`config.mk`:
```
export PLATFORM = sky130hd
export DESIGN_NAME = wb_stage
export DESIGN_NICKNAME = d
export VERILOG_FILES = /design/src/rtl/wb_stage.sv
export SDC_FILE = /design/constraint.sdc
export NUM_CORES = 1
export LEC_CHECK = 0
export BUFFER_PORTS_ARGS = -buffer_cell sky130_fd_sc_hd__buf_4
export CAP_MARGIN = 25
export CORE_MARGIN = 2
export CORE_UTILIZATION = 44
export CTS_CLUSTER_DIAMETER = 200
export DETAILED_ROUTE_END_ITERATION = 6
export PLACE_DENSITY = 0.73
export SLEW_MARGIN = 25
export SYNTH_ARGS = -nofsm -noshare
export SYNTH_HDL_FRONTEND = slang
export SYNTH_SLANG_ARGS = --single-unit
```
`constraint.sdc`:
```
create_clock -name clk -period 5.1 [get_ports clk]
set_input_delay 0.255 -clock clk [delete_from_list [all_inputs] [get_ports clk]]
set_output_delay 0.255 -clock clk [all_outputs]
set_load 0.05 [all_outputs]
```
`src/rtl/wb_stage.sv`:
```
// MEM/WB pipeline register fused with RF write-data select (alu / load / link / imm), optional retire counter (WB_RETIRE_CNT_EN).
// Latency: 1 cycle from m_* inputs to WB outputs; WD is combinational from the registered fields.
// Backpressure: stall holds every stage register, flush loads a bubble; no valid/ready handshake.
module wb_stage #(
  parameter int DATA_W  = 32,
  parameter int ADDR_W  = 32,
  parameter int PC_STEP = 4,
  parameter int CNT_W   = 32
) (
  input  logic              clk,
  input  logic              rst,
  input  logic              stall,
  input  logic              flush,
  input  logic              m_valid,
  input  logic              m_RegWrite,
  input  logic [4:0]        m_rd,
  input  logic [1:0]        m_WDSel,
  input  logic [2:0]        m_DMType,
  input  logic [DATA_W-1:0] m_aluout,
  input  logic [DATA_W-1:0] m_dout,
  input  logic [ADDR_W-1:0] m_PC,
  input  logic [DATA_W-1:0] m_imm,
  output logic              w_valid,
  output logic              RegWrite,
  output logic [4:0]        rd,
  output logic [DATA_W-1:0] WD,
  output logic [ADDR_W-1:0] w_PC,
  output logic [CNT_W-1:0]  retire_cnt
);

  logic              valid_q;
  logic              regwrite_q;
  logic [4:0]        rd_q;
  logic [1:0]        wdsel_q;
  logic [2:0]        dmtype_q;
  logic [DATA_W-1:0] aluout_q;
  logic [DATA_W-1:0] dout_q;
  logic [ADDR_W-1:0] pc_q;
  logic [DATA_W-1:0] imm_q;

  logic [1:0]        off;
  logic [31:0]       word;
  logic [15:0]       half_sel;
  logic [7:0]        byte_sel;
  logic [DATA_W-1:0] ld_val;
  logic [ADDR_W-1:0] link_pc;

  // Stage register: reset > flush > stall > load
  always_ff @(posedge clk or posedge rst) begin
    if (rst) begin
      valid_q    <= 1'b0;
      regwrite_q <= 1'b0;
      rd_q       <= '0;
      wdsel_q    <= '0;
      dmtype_q   <= '0;
      aluout_q   <= '0;
      dout_q     <= '0;
      pc_q       <= '0;
      imm_q      <= '0;
    end else if (flush) begin
      valid_q    <= 1'b0;
      regwrite_q <= 1'b0;
      rd_q       <= '0;
      wdsel_q    <= '0;
      dmtype_q   <= '0;
      aluout_q   <= '0;
      dout_q     <= '0;
      pc_q       <= '0;
      imm_q      <= '0;
    end else if (!stall) begin
      valid_q    <= m_valid;
      regwrite_q <= m_RegWrite;
      rd_q       <= m_rd;
      wdsel_q    <= m_WDSel;
      dmtype_q   <= m_DMType;
      aluout_q   <= m_aluout;
      dout_q     <= m_dout;
      pc_q       <= m_PC;
      imm_q      <= m_imm;
    end
  end

  assign off  = aluout_q[1:0];
  assign word = dout_q[31:0];

  // Pick the half (off[1]) and byte (off) out of the low word; off[0] ignored for halves
  always_comb begin
    half_sel = word[15:0];
    byte_sel = word[7:0];
    if (off[1]) half_sel = word[31:16];
    case (off)
      2'd1:    byte_sel = word[15:8];
      2'd2:    byte_sel = word[23:16];
      2'd3:    byte_sel = word[31:24];
      default: byte_sel = word[7:0];
    endcase
  end

  // Sub-word load formatting; unknown load types fall back to lw
  always_comb begin
    ld_val = DATA_W'($signed(word));
    case (dmtype_q)
      3'b001:  ld_val = DATA_W'($signed(half_sel));
      3'b010:  ld_val = DATA_W'(half_sel);
      3'b011:  ld_val = DATA_W'($signed(byte_sel));
      3'b100:  ld_val = DATA_W'(byte_sel);
      default: ld_val = DATA_W'($signed(word));
    endcase
  end

  // Link value wraps at ADDR_W bits before being fitted to the datapath
  assign link_pc = pc_q + ADDR_W'(PC_STEP);

  // Write-data source select
  always_comb begin
    WD = aluout_q;
    case (wdsel_q)
      2'b01:   WD = ld_val;
      2'b10:   WD = DATA_W'(link_pc);
      2'b11:   WD = imm_q;
      default: WD = aluout_q;
    endcase
  end

  assign w_valid  = valid_q;
  assign RegWrite = valid_q & regwrite_q & (rd_q != 5'd0);
  assign rd       = rd_q;
  assign w_PC     = pc_q;

`ifdef WB_RETIRE_CNT_EN
  // Count instructions leaving WB; a flush does not stop the occupant from retiring
  always_ff @(posedge clk or posedge rst) begin
    if (rst) begin
      retire_cnt <= '0;
    end else if (valid_q && !stall) begin
      retire_cnt <= retire_cnt + CNT_W'(1);
    end
  end
`else
  assign retire_cnt = '0;
`endif

endmodule

```
; ---- Word level (Yosys, flattened, before mapping)
; Cells that the tools add are included.
[totals]
register_bits = 140
in_bits = 144
elab_cells = 46
[op_classes]
add_sub_neg = 1
eq_ne = 11
mux = 22
n_bitwise = 2
n_reduce_logical = 1
[op_table]
columns = operator, n
row1 = $mux W32, 8
row2 = $pmux W32 S4, 1
row3 = $pmux W32 S3, 1
row4 = $add A32 B3 Y32 const B, 1
row5 = $pmux W8 S3, 1
row6 = $mux W16, 1
row7 = $mux W5, 2
row8 = $eq A2 B2 Y1 const B, 4
row9 = $eq A3 B2 Y1 const B, 2
row10 = $mux W3, 2
row11 = $reduce_bool A5 Y1, 1
row12 = $eq A2 B1 Y1 const B, 2
row13 = $mux W1, 4
row14 = $mux W2, 2
row15 = $eq A3 B1 Y1 const B, 1
row16 = $eq A3 B3 Y1 const B, 1
row17 = $and A1 B1 Y1, 2
row18 = $ne A2 B1 Y1 const B, 1

; ---- Logic depth before layout (Yosys ltp)
; Gate-level depths: netlist (run 1).
[depth]
ltp_word = 4
ltp_mapped = 7

; ---- Worst setup path before layout (run 1)
; No wires, ideal clock.
[synth_path]
path_kind = register to output
start = register pc_q[13], in the netlist w_PC[13]
end = output WD[23]
arrival_ns = 2.874
t_required_ns = 4.845
setup_slack_ns = 1.971
path_stages_with_launch = 7
path_buffers = 1
cell_sequence = dfrtp_1 -> buf_2 -> nand4_2 -> nor3_2 -> nand4_1 -> nor3b_1 -> o31ai_1
[synth_via]
elab_chain_len = 2
[synth_rtl]
columns = item, line_no
row1 = "start, declared", 38  ; logic [ADDR_W-1:0] pc_q;
row2 = "start signal, assigned", 78  ; pc_q <= m_PC;
row3 = $add A32 B3 Y32, 112  ; assign link_pc = pc_q + ADDR_W'(PC_STEP);
row4 = $pmux W32 S3, 117  ; case (wdsel_q)
row5 = "end, declared", 26  ; output logic [DATA_W-1:0] WD,
; No other way between the ends.

; ---- Worst setup path in the final report (run 1)
[layout_path]
start = register wdsel_q[0]
end = output WD[21]
[layout_via]
elab_chain_len = 2
elab_cells_between_ends = 4
classes_between = 3 x eq/ne / 1 x mux
[layout_rtl]
columns = item, line_no
row1 = "start, declared", 34  ; logic [1:0] wdsel_q;
row2 = "start signal, assigned", 74  ; wdsel_q <= m_WDSel;
row3 = $eq A2 B2 Y1 / $eq A2 B1 Y1 (equally long branches), 117
row4 = $pmux W32 S3 (*), 117
; Mark *: on every way between the ends. The rest lies on a longest branch, timed or not.

==> flow_summary.yaml, run 1 <==
outcome:
  status: "complete, no violations"
die:
  ios: 247
  start_util_pct: 44.61
  die_w_um: 138.5
  std_cell_rows: 49
  core_um2: 17840
  die-area_um2: 19180
  die_h_um: 138.5
placement:
  placed_cell_area_um2: 9544
  port_buffers: 214
  gp_congestion: 0.9558
  dp_hpwl_um: 17440
  dpl.cell_count: 1199
finish:
  stdcell_count: 1232
  seqCellArea_um2: 3503
  antenna_cells_inserted: 0
  drive_gt1_share_pct: 28.32
  area_growth_pct: 27.98
  nets: 1135
  design_area_um2: 10190
  final.fill_count: 1604
  multi_input_area_um2: 4069
yosys:
  avgSynthCellArea_um2: 9.862
  ys_types: 71
  yosysSeqAreaShare_pct: 44.02
  synth_compound_area_share_pct: 11.18
  synth_cells: 807
  synth_flop_cell: "dfrtp_1"
  synthMuxAreaShare_pct: 19.97
  netlist_top_cells_count: "nor2_1 (186), mux2i_1 (152), dfrtp_1 (140)"
  synth.top_cell.area_share_pct: 44.02
  yosysMostFrequentCell: "nor2_1"
  synthXorXnorAreaFrac_pct: 2.767
  synth_simple_gate_area_share_pct: 15.55
  synthAdderAreaFrac_pct: 0.1572
  netlist_area_um2: 7959
  yosys.area.top_type: "dfrtp_1"
  async_reset_ff_share_pct: 100.0
  synthTopCellsByArea: "dfrtp_1 (44%), mux2i_1 (19%), nor2_1 (8.8%), buf_4 (3.1%), clkbuf_1 (1.4%)"
  synth_seq_cells: 140
  synth_top_family_by_area: "multiplexers"
  synth_edf_count: 0
  ys_warn_count: 0
cts:
  cts_made_buffers: 17
  root_buffer: "clkbuf_16"
  cts_tree: "built"
  cts-resized-gates: 0
  cts_buffer_depth: 2
  clkTransAtPathRegs_ns: 0.06
  h-tree-depth: 4
  cts_sinks: 140
  postCtsSetupBuffers: 0
  worst_skew_pair.late_latency_ns: 0.42
  cts_hold_buf: 0
detailed_routing:
  drtIter0Drc: 534
  post_drt_wl_per_cell_um: 19.85
  via_per_inst: 5.524
  routed_wirelength_um: 24450
  met2_wirelength_um: 11410
  wl_met3_um: 1564
  vias: 6805
  drt-pass1-iter-count: 5
  ant_nets: 0
  drc: 0
  routed.top_layer: "met4"
  wl_met1_um: 10690
critical_path:
  critPathMaxFanout: 16
  crit_path_start_kind: "flip-flop"
  r2r_start: "wdsel_q[0]"
  worstSetupPathType: "reg2out"
  critPathLaunch: "wdsel_q[0]"
  critPathArrivalTime_ns: 2.83
  crit_path_end_kind: "output port"
  required_ns: 4.85
timing:
  post-route-period-util_pct: 60.46
  fin_setup_tns_ns: 0
  slew_headroom_pct: 34.17
  rsz0062_at_grt: "false"
  drv_slew: 0
  finClkSkew_ns: 0
  period_needed_ns: 3.084
  hold_viol_final: 0
  worst_slew_pin_slew_ns: 0.9875
  setup_violations: 0
  max_freq_mhz: 324.3
global_route:
  grt_usage_pct: 25.27
  grt_pass1_wl_um: 37870
  grt_antenna_before_repair: 0
  grt_pass1_vias: 6630
  grt_max_degree: 100
  grt.overflow.total: 0
power_and_ir_drop:
  leakagePower_nw: 5.085
  ir_worst_vdd_mv: 0.2417
  power_density_nw_per_um2: 321.8
run:
  maxCapViolations: 0
min_path:
  hold_class: "in2async"
layout by cell type (no fill, tap or decap), types with 7 or more instances in the layout:
cell,Yosys,final
buf_4,33,219
nor2_1,186,186
mux2i_1,152,152
dfrtp_1,140,140
conb_1,1,32
o21ai_0,22,22
nand2_1,21,21
clkbuf_16,0,17
a21oi_1,15,15
o22ai_1,15,15
a221oi_1,12,12
xnor2_1,11,11
nand4_1,11,11
nand3_1,11,11
xor2_1,11,11
o211ai_1,7,7
a22oi_1,7,7
inv_6,0,7
flip-flops by register name, summed over array words and instances, names as in the netlist:
| name | count |
|---|---|
| w_PC | 32 |
| rd | 5 |
| w_valid | 1 |
| wdsel_q | 2 |
| dout_q | 32 |
| dmtype_q | 3 |
| aluout_q | 32 |
| imm_q | 32 |
| regwrite_q | 1 |
cell families after synthesis:
family          Yosys count
xor+xnor                 23
compound gates          123
mux                     157
simple gates            268
buf+inv                  94
other cells               1
flops                   140
fa+ha+maj                 1
worst paths after layout:
kind | endpoint | slack [ns] | depth (start not counted)
max | WD[21] | 2.02 | 6
max in group asynchronous | dout_q[27] | 3.93 | 3
min in group clk | aluout_q[14] | 0.06 | 3
max reg2reg | wdsel_q[0] | 3.76 | 3
min | w_PC[3] | 0.02 | 2
min reg2reg | imm_q[14] | 0.52 | 2
final cells by class:
cell class	instances	share of cell area (%)
Multi-Input combinational cell	604	39.95
Tap cell	229	2.813
Clock buffer	20	4.582
Inverter	6	0.2702
Sequential cell	140	34.39
Timing Repair Buffer	221	16.55
Clock inverter	12	1.449
critical path: stages, from the launching register on:
cell	delay, ns
dfrtp_1	0.60
nor2b_1	0.53
o21ai_1	0.13
a211o_2	0.46
o211ai_1	0.26
o221a_2	0.22
buf_4	0.20
per-layer routing:
metal | GRT usage, % | up-vias
li1 | - | 3168
met1 | 34.59 | 3335
met2 | 38.80 | 256
met3 | 5.854 | 46
met4 | 10.58 | 0
met5 | 0 | -
where the power goes:
group	switching (mW)	total, mW	internal, mW
sequential	0.0823	1.26	1.17
clock	0.516	1.29	0.773
combinational	0.469	0.734	0.264
through the flow:
step	total power [mW]	hold slack [ns]	utilization, %	setup WS (ns)
after floorplan	1.759	0.4080	-	1.092
after global placement	1.999	0.4922	53.50	2.525
after detailed placement	2.004	0.5009	53.50	2.473
after CTS	3.296	0.05294	56.94	2.003
after global routing	3.400	0.05294	57.09	1.860
final	3.278	0.02437	57.09	2.016
Power figures use the tool's default switching activity.
==> run 2, diff against run 1 <==
==> constraint.sdc (replaced) <==
create_clock -name clk -period 2.94 [get_ports clk]
set_input_delay 0.147 -clock clk [delete_from_list [all_inputs] [get_ports clk]]
set_output_delay 0.147 -clock clk [all_outputs]
set_load 0.05 [all_outputs]
==> flow_summary.yaml, run 2 (synthesis gave the netlist of run 1 again) <==
die:
  ios: 247
  core_um2: 17840
  die-area_um2: 19180
  std_cell_rows: 49
  die_h_um: 138.5
  start_util_pct: 44.61
  die_w_um: 138.5
critical_path:
  r2r_start: "wdsel_q[0]"
  critPathSlowestCell: "nor3_4"
  critPathLaunch: "w_PC[2]"
  critical_path.cell_chain: "ha_1 > nand2_1 > nor3_4 > nand4_1 > xor2_1 > o221ai_2 > buf_4"
  critPathArrivalTime_ns: 2.61
  crit_path_start_kind: "flip-flop"
  crit_path_end_kind: "output port"
  rrSetupSlack_ns: 1.56
  worstSetupPathType: "reg2out"
  crit_family: "simple AND/OR/NAND/NOR gates"
  r2r_end: "wdsel_q[0]"
  crit_buf_inv: 1
  crit_end: "WD[30]"
  critPathMaxFanout: 10
  path_depth: 7
  reg2reg_depth: 3
  cpPeakStageDelay_ns: 0.47
  required_ns: 2.79
detailed_routing:
  drtIter0Drc: 576
  drt-pass1-iter-count: 5
  post_drt_wl_per_cell_um: 19.65
  routed_wirelength_um: 27050
  drc: 0
  vias: 7516
  ant_nets: 0
  via_per_inst: 5.458
timing:
  drv_slew: 0
  hold_ws_ns: 0.006737
  post-route-period-util_pct: 93.93
  finClkSkew_ns: 0
  slew_headroom_pct: 43.25
  hold_viol_final: 0
  setup_violations: 0
  rsz0062_at_grt: "false"
  max_freq_mhz: 362.1
  worst_slew_pin_slew_ns: 0.8494
  fin_setup_tns_ns: 0
  period_needed_ns: 2.762
finish:
  fin_util_pct: 65.04
  area_growth_pct: 45.79
  design_area_um2: 11600
  layout_common_cells: "buf_4 (223), nor2_1 (186), mux2i_1 (152), dfrtp_1 (139), dlygate4sd3_1 (135)"
  nets: 1278
  stdcell_count: 1377
  final.fill_count: 1396
  layout_commonest_cell: "buf_4"
  drive_gt1_share_pct: 25.65
cts:
  clkTransAtPathRegs_ns: 0.06
  h-tree-depth: 4
  worst_skew_pair.late_latency_ns: 0.42
  cts_made_buffers: 17
  root_buffer: "clkbuf_16"
  cts_buffer_depth: 2
  postCtsSetupBuffers: 0
  cts_sinks: 140
  cts_tree: "built"
global_route:
  grt_max_degree: 107
  grt_usage_pct: 27.90
  grt_pass1_vias: 7495
  grt.overflow.total: 0
  grt_antenna_before_repair: 2
  grt_pass1_wl_um: 41950
placement:
  placed_cell_area_um2: 9678
  port_buffers: 214
  dp_hpwl_um: 17970
  gp_congestion: 0.9238
  dpl.cell_count: 1208
min_path:
  hold_depth: 3
  hold_class: "in2reg"
  hp-start: "m_aluout[1]"
power_and_ir_drop:
  ir_worst_vdd_mv: 0.4145
  leakagePower_nw: 5.675
  power_density_nw_per_um2: 490.7
outcome:
  status: "complete, no violations"
run:
  maxCapViolations: 0
-- run 2: worst min-delay path, cell delays in order --
cell and delay, ns:
buf_4 0.09, mux2i_1 0.06, nor2_1 0.09
-- run 2: area by class of cell --
cell class                      count  area (um2)  share of cell area (%)
Tap cell                          229       286.5                   2.469
Timing Repair Buffer              364        3139                   27.05
Clock buffer                       18       439.2                   3.785
Multi-Input combinational cell    604        4081                   35.17
Sequential cell                   140        3505                   30.20
Antenna cell                        2       5.005                 0.04313
Inverter                            6       26.28                  0.2264
Clock inverter                     14       121.4                   1.046
-- run 2: routing by layer --
metal,up-vias,wire [um],track usage (%),part of all wire [%]
met2,372,12840,44.06,47
met1,3634,11490,37.30,42
met4,0,895,11.55,3.3
met3,54,1833,6.304,6.8
li1,3456,-,-,-
met5,-,0,0,0
-- run 2: worst min path at each step --
stage | end | slack, ns
after floorplan | aluout_q[0] | 0.30
after global placement | aluout_q[7] | 0.35
after detailed placement | aluout_q[7] | 0.37
after CTS | aluout_q[1] | 0.0002
after global routing | imm_q[12] | 0.01
final | aluout_q[1] | 0.007
-- run 2: metrics by stage --
stage                     power, mW  worst slack [ns]
final                         5.693            0.1783
after global routing          5.892           0.01119
after CTS                     5.693            0.1000
after detailed placement      3.496            0.5645
after global placement        3.491            0.5523
after floorplan               3.054           0.08589
-- run 2: power breakdown --
part           switching, mW  internal, mW
clock network          0.872          1.18
registers              0.143          2.04
logic                  0.868         0.590
-- run 2: repair_timing --
item                                   4_1_cts  5_1_grt
resized for setup                            0        2
endpoints found under the hold margin      166        0
hold buffers                               135        0
setup endpoints to repair                    0        6
==> run 3, diff against run 2 <==
--- a/config.mk
+++ b/config.mk
@@ -11,6 +11,7 @@
 export CORE_UTILIZATION = 44
 export CTS_CLUSTER_DIAMETER = 200
 export DETAILED_ROUTE_END_ITERATION = 6
+export HOLD_SLACK_MARGIN = 0.15
 export PLACE_DENSITY = 0.73
 export SLEW_MARGIN = 25
 export SYNTH_ARGS = -nofsm -noshare
==> flow_summary.yaml, run 3 (synthesis gave the netlist of run 1 again) <==
detailed_routing:
  ant_nets: 0
  via_per_inst: 5.498
  drt-pass1-iter-count: 5
  drtIter0Drc: 509
  drc: 0
  routed_wirelength_um: 27640
  vias: 7741
  post_drt_wl_per_cell_um: 19.63
critical_path:
  crit_buf_inv: 1
  crit_path_end_kind: "output port"
  critPathSlowestCell: "nor3_4"
  critPathArrivalTime_ns: 2.65
  crit_family: "simple AND/OR/NAND/NOR gates"
  critPathMaxFanout: 10
  cpPeakStageDelay_ns: 0.48
  worstSetupPathType: "reg2out"
  required_ns: 2.79
  critical_path.cell_chain: "ha_1 > nand2_1 > nor3_4 > nand4_1 > xor2_1 > o221ai_2 > buf_4"
  crit_path_start_kind: "flip-flop"
power_and_ir_drop:
  clkPwrFrac_pct: 35.9
  power_density_nw_per_um2: 481.9
  p_seq_share_pct: 38.0
  swShare_pct: 33.11
  ir_worst_vdd_mv: 0.4158
  comb_power_share_pct: 26.1
  p_int_mw: 3.838
  p_total_mw: 5.737
  leakagePower_nw: 5.845
  power.net_switching_mw: 1.899
timing:
  setup_violations: 0
  drv_slew: 0
  hold_viol_final: 0
  rsz0062_at_grt: "false"
  post-route-period-util_pct: 95.13
  fin_setup_tns_ns: 0
  worst_slew_pin_slew_ns: 0.8577
  hold_ws_ns: 0.1571
  period_needed_ns: 2.797
  max_freq_mhz: 357.6
  finalWorstSetupSlack_ns: 0.1432
  finClkSkew_ns: 0
  slew_headroom_pct: 42.70
placement:
  dpl.cell_count: 1208
  dp_slack_ns: 0.5645
  port_buffers: 214
  gp_congestion: 0.9238
  dp_hpwl_um: 17970
  placed_cell_area_um2: 9678
finish:
  nets: 1308
  final.fill_count: 1386
  layout_common_cells: "buf_4 (223), nor2_1 (186), dlygate4sd3_1 (165), mux2i_1 (152), dfrtp_1 (139)"
  design_area_um2: 11910
  drive_gt1_share_pct: 25.00
  layout_commonest_cell: "buf_4"
  stdcell_count: 1408
  fin_util_pct: 66.74
  area_growth_pct: 49.60
die:
  die_w_um: 138.5
  std_cell_rows: 49
  ios: 247
  core_um2: 17840
  start_util_pct: 44.61
  die_h_um: 138.5
  die-area_um2: 19180
cts:
  h-tree-depth: 4
  clkTransAtPathRegs_ns: 0.06
  cts_tree: "built"
  postCtsSetupBuffers: 0
  worst_skew_pair.late_latency_ns: 0.42
  cts_sinks: 140
  root_buffer: "clkbuf_16"
  cts_made_buffers: 17
  cts_buffer_depth: 2
global_route:
  grt_pass1_wl_um: 42960
  grt_max_degree: 107
  grt.overflow.total: 0
  grt_pass1_vias: 7772
  grt_antenna_before_repair: 3
  grt_usage_pct: 28.48
run:
  maxCapViolations: 0
min_path:
  hold_class: "in2reg"
outcome:
  status: "complete, no violations"
-- run 3: power groups by stage --
stage / sequential (mW) / combinational, mW / clock (mW)
global route: 2.19 / 1.58 / 2.16
CTS: 2.17 / 1.47 / 2.08
floorplan: 2.25 / 0.808 / 0
detailed placement: 2.21 / 1.29 / 0
global placement: 2.21 / 1.28 / 0
finish: 2.18 / 1.50 / 2.06
-- run 3: what timing repair did --
action | CTS | global route
hold endpoints to repair | 172 | 0
endpoints found under the setup margin | 0 | 6
resized for setup | 0 | 2
hold buffers | 165 | 0
-- run 3: layout make-up --
class	count	area, um2	area share, %
Timing Repair Buffer	394	3440	28.89
Antenna cell	3	7.507	0.06305
Inverter	6	26.28	0.2207
Clock buffer	18	439.2	3.689
Sequential cell	140	3505	29.43
Tap cell	229	286.5	2.406
Clock inverter	14	121.4	1.019
Multi-Input combinational cell	604	4081	34.28
-- run 3: metal layers --
layer | global-route usage [%] | routed length (um) | vias to the layer above
li1 | - | - | 3508
met1 | 37.45 | 11580 | 3783
met2 | 45.23 | 13060 | 371
met3 | 6.131 | 1873 | 79
met4 | 13.21 | 1125 | 0
met5 | 0 | 0 | -
-- run 3: final timing paths --
kind                               from            to  slack, ns  cells past startpoint
setup / recovery                w_PC[2]        WD[30]       0.14                      7
hold / removal                    flush     dout_q[9]       0.16                      2
setup reg to reg            dmtype_q[1]   dmtype_q[1]       1.42                      3
hold reg to reg            aluout_q[18]  aluout_q[18]       0.52                      2
max in group asynchronous           rst   dmtype_q[2]       1.70                      4
min in group asynchronous           rst   aluout_q[7]       0.45                      3
